`config.mk`:
```
export PLATFORM = sky130hd
export DESIGN_NAME = hazard_detect_unit
export DESIGN_NICKNAME = d
export VERILOG_FILES = /design/src/rtl/hazard_detect_unit.sv
export SDC_FILE = /design/constraint.sdc
export NUM_CORES = 1
export LEC_CHECK = 0
export ABC_AREA = 1
export BUFFER_PORTS_ARGS = -buffer_cell sky130_fd_sc_hd__clkbuf_2
export CAP_MARGIN = 25
export CELL_PAD_IN_SITES_DETAIL_PLACEMENT = 1
export CELL_PAD_IN_SITES_GLOBAL_PLACEMENT = 1
export CORE_MARGIN = 5
export CORE_UTILIZATION = 38
export DETAILED_ROUTE_END_ITERATION = 6
export HOLD_SLACK_MARGIN = 0.1
export PLACE_DENSITY_LB_ADDON = 0.1
export SYNTH_ARGS = -nofsm -noshare
export SYNTH_HDL_FRONTEND = slang
export SYNTH_SLANG_ARGS = --single-unit
```
`constraint.sdc`:
```
create_clock -name clk -period 2.21 [get_ports clk]
set_input_delay 0.1105 -clock clk [delete_from_list [all_inputs] [get_ports clk]]
set_output_delay 0.1105 -clock clk [all_outputs]
set_load 0.03 [all_outputs]
```
`src/rtl/hazard_detect_unit.sv`:
```
// ID-stage hazard controller: load-use and mult/div occupancy stalls, taken-branch
// IF/ID flush, mult/div busy-window tracking and stall/flush statistics.
module hazard_detect_unit #(
  parameter int unsigned MD_LATENCY = 4,
  parameter int unsigned CNT_W      = 32
) (
  input  logic             clk,
  input  logic             rst,
  input  logic [4:0]       rs_id,
  input  logic [4:0]       rt_id,
  input  logic             uses_rt_id,
  input  logic [4:0]       rt_ex,
  input  logic             readmem_ex,
  input  logic             branch_taken,
  input  logic             md_start_id,
  input  logic             md_use_id,
  output logic             pc_write,
  output logic             ifid_write,
  output logic             idex_bubble,
  output logic             ifid_flush,
  output logic             md_busy,
  output logic             md_done,
  output logic [CNT_W-1:0] stall_cnt,
  output logic [CNT_W-1:0] flush_cnt
);

  typedef enum logic {
    IDLE,
    BUSY
  } state_e;

  localparam logic [3:0] LAT_M1 = 4'(MD_LATENCY - 1);

  state_e           state_q;
  logic [3:0]       cnt_q;
  logic             md_busy_q;
  logic             md_done_q;
  logic [CNT_W-1:0] stall_cnt_q, stall_cnt_d;
  logic [CNT_W-1:0] flush_cnt_q, flush_cnt_d;

  logic lu, mdh, stall, flush;

  always_comb begin
    lu    = readmem_ex && (rt_ex != 5'd0) &&
            ((rt_ex == rs_id) || (uses_rt_id && (rt_ex == rt_id)));
    mdh   = md_busy_q && (md_start_id || md_use_id);
    stall = lu || mdh;
    // A branch resolved in a held ID stage is re-seen once the stall clears.
    flush = branch_taken && !stall;
  end

  always_comb begin
    if (rst) begin
      pc_write    = 1'b1;
      ifid_write  = 1'b1;
      idex_bubble = 1'b0;
      ifid_flush  = 1'b0;
    end else begin
      pc_write    = !stall;
      ifid_write  = !stall;
      idex_bubble = stall;
      ifid_flush  = flush;
    end
  end

  // Busy window: issue edge loads LATENCY-1, so BUSY lasts exactly MD_LATENCY
  // cycles and md_done marks the cycle whose count has reached zero.
  always_ff @(posedge clk) begin
    if (rst) begin
      state_q   <= IDLE;
      cnt_q     <= '0;
      md_busy_q <= 1'b0;
      md_done_q <= 1'b0;
    end else begin
      case (state_q)
        IDLE: begin
          md_done_q <= 1'b0;
          if (md_start_id && !stall) begin
            state_q   <= BUSY;
            cnt_q     <= LAT_M1;
            md_busy_q <= 1'b1;
          end
        end
        BUSY: begin
          if (cnt_q != 4'd0) begin
            cnt_q     <= cnt_q - 4'd1;
            md_done_q <= (cnt_q == 4'd1);
          end else begin
            state_q   <= IDLE;
            md_busy_q <= 1'b0;
            md_done_q <= 1'b0;
          end
        end
        default: begin
          state_q   <= IDLE;
          cnt_q     <= '0;
          md_busy_q <= 1'b0;
          md_done_q <= 1'b0;
        end
      endcase
    end
  end

  always_comb begin
    stall_cnt_d = stall_cnt_q + (stall ? CNT_W'(1) : '0);
    flush_cnt_d = flush_cnt_q + (flush ? CNT_W'(1) : '0);
  end

  always_ff @(posedge clk) begin
    if (rst) begin
      stall_cnt_q <= '0;
      flush_cnt_q <= '0;
    end else begin
      stall_cnt_q <= stall_cnt_d;
      flush_cnt_q <= flush_cnt_d;
    end
  end

  assign md_busy   = md_busy_q;
  assign md_done   = md_done_q;
  assign stall_cnt = stall_cnt_q;
  assign flush_cnt = flush_cnt_q;

endmodule

```
==> results.toml <==
[final_layout]
final_cell_mix = "nand2_1 (148), clkbuf_2 (91), inv_1 (88)"
diodes = 0
drive_gt1_share_pct = 25.2
final_common_cell = "nand2_1"
multi_input_area_um2 = 2260
area_delta_synth_final_pct = 27.1
fin_nets = 759
fin_area_um2 = 5050
fillers = 1427
regArea_um2 = 1420

[placed_design]
place_congestion = 0.858
port_buffers = 91
dp_hpwl_mm = 9.75
dpl_cell_area_um2 = 4770

[logic_synthesis]
synthesis.area_um2 = 3970
yosys_warnings = 0
ys_seq_elements = 71
yosys.area_share.adder_pct = 2.21
synth.area.mux_share_pct = 0
async_reset_ff_share_pct = 0
syn-num-nets = 635
synth_top_area_share_pct = 35.8
ys_types = 33
synth_top_family_by_area = "simple AND/OR/NAND/NOR gates"
synth-edff-count = 0
synth_seq_area_share_pct = 35.8
synth_top_flop_cell = "dfxtp_1"
yosysTopAreaCell = "dfxtp_1"
synthSimpleGateAreaFrac_pct = 42.9
synth_xor_area_share_pct = 2.21
synth_area_per_cell_um2 = 6.55
synth_area_leaders = "dfxtp_1 (36%), nand2_1 (14%), inv_1 (8.4%)"
syn_inst = 606
synth_compound_area_share_pct = 7.31

[sta]
worstMarginPinSlew_ps = 614
fmax_mhz = 480
fin_crit_ps = 2080
clock_skew_ps = 14.0
relSlewSlack_pct = 59.1
period_share_pct = 94.2
final-setup-viol-count = 0
drv_slew = 0
hold_viol_final = 0

[drt]
vias = 4306
drt_wl_total_mm = 12.2
avgRoutedWirePerCell_um = 14.0
drc_errors = 0
drtIter0Drc = 157
vias_per_cell = 4.94
drt-pass1-iter-count = 4
route.antenna.remaining_nets = 0

[worst_setup_path]
cp_max_fo = 5
startpoint_type = "flip-flop"
crit_start = "md_busy"
cp-end-kind = "flip-flop"
arrival_ps = 2290
rr_startpoint = "md_busy"
timing_worst_setup_path_type = "flip-flop to flip-flop"
cp.required_ps = 2420
worstRegToRegCells = 14

[floorplan]
die_h_um = 112
coreArea_um2 = 10300
die_x_um = 112
die_area_um2 = 12600
rows = 37
io_pins = 92
initial_core_util_pct = 38.6

[clock_network]
cts_max_level = 3
ctsHoldBuffers = 0
clockRootBuffer = "clkbuf_8"
clock_sinks = 71
path_clk_slew_ps = 80
numCtsBuffers = 9
cts_tree = "yes"
clk_path_buf_depth = 2
worstSkewPairLatency_ps = 350

[power]
peakVddDrop_v = 0.000349
power_w = 0.00257
powerDensity_nw_per_um2 = 509
power.static_leakage_nw = 2.09

[hold_path]
worstHoldStart = "md_use_id"
holdPathStages = 4
hp-class = "input port to flip-flop"

[status]
status = "complete, no violations"

[grt]
overflow = 0
grt_max_degree = 52
antenna_found_initial = 0
grt_pass1_vias = 4452
grt_pass1_wl_mm = 20.4
grt_use_total_pct = 19.3

[run]
drv_cap = 0
worst max-delay path, cell delays in order, from the launching register on:
cell and delay (ps):
dfxtp_2 350, o21ai_2 70, nand2_2 120, buf_4 120, ha_1 170, ha_2 200, nand2_2 80, nor2_4 110
nand2_2 80, nor2_4 130, nand3_4 120, nor2_4 140, nand2_1 80, nor2_1 120, nor3b_2 50
routing by layer:
metal,up-vias,GRT usage [%],wire length (um)
met3,11,4.26,494
met4,0,3.85,134
met5,-,0,0
li1,2182,-,-
met2,73,36.0,6340
met1,2040,22.8,5270
power by group:
part	leakage (nW)	switching, W	internal (W)
Clock	0.0776	0.000537	0.000407
Sequential	0.574	0.0000247	0.00131
Combinational	1.44	0.000190	0.000105
Total	2.09	0.000752	0.00182
layout make-up:
| class | count | area share, % |
|---|---|---|
| Clock buffer | 9 | 2.45 |
| Clock inverter | 7 | 0.967 |
| Inverter | 90 | 6.69 |
| Multi-Input combinational cell | 436 | 44.7 |
| Sequential cell | 71 | 28.2 |
| Tap cell | 136 | 3.37 |
| Timing Repair Buffer | 122 | 13.6 |
cells by family (layout without fill, tap and decap cells):
| family | after synthesis | after routing |
|---|---|---|
| compound gates | 55 | 55 |
| xor+xnor | 10 | 10 |
| fa+ha+maj | 7 | 7 |
| buf+inv | 99 | 228 |
| flops | 71 | 71 |
| simple gates | 364 | 364 |
synthesized netlist by cell type, drive strengths merged, types with 2 or more instances:
cell type and instances:
a21oi 38, buf 2, clkbuf 7, dfxtp 71, ha 7, inv 90
nand2 159, nand3 27, nand3b 3, nand4 19, nor2 100, nor3 30
nor3b 6, nor4 9, o21a 4, o21ai 11, or2 9, xnor2 3
xor2 7
metrics by stage:
step	worst slack [ps]	util, %	hold WS, ps	TNS, ps	cells
4_1_cts	17.7	48.2	248	0	869
2_1_floorplan	114	-	405	0	606
3_3_place_gp	-164	46.5	462	-1100	853
5_1_grt	-23.2	49.1	271	-73.9	871
6_report	127	49.1	261	0	871
3_5_place_dp	-242	46.5	471	-2320	853
what timing repair did:
item                       CTS  global route
pin swaps                    2             6
resized for setup            3            20
gates cloned                 0             0
buffers inserted             0             2
setup endpoints to repair    2            20
worst paths after layout:
path | to | slack (ps)
setup reg to reg | stall_cnt[22] | 130
hold reg to reg | flush_cnt[31] | 490
setup / recovery | stall_cnt[22] | 130
hold / removal | md_busy | 260
state kept, by name, indices dropped and copies added, names as in the netlist:
name	flops
flush_cnt	32
md_busy	1
cnt_q	4
stall_cnt	32
state_q	1
md_done	1
(Power assumes the default switching activity.)
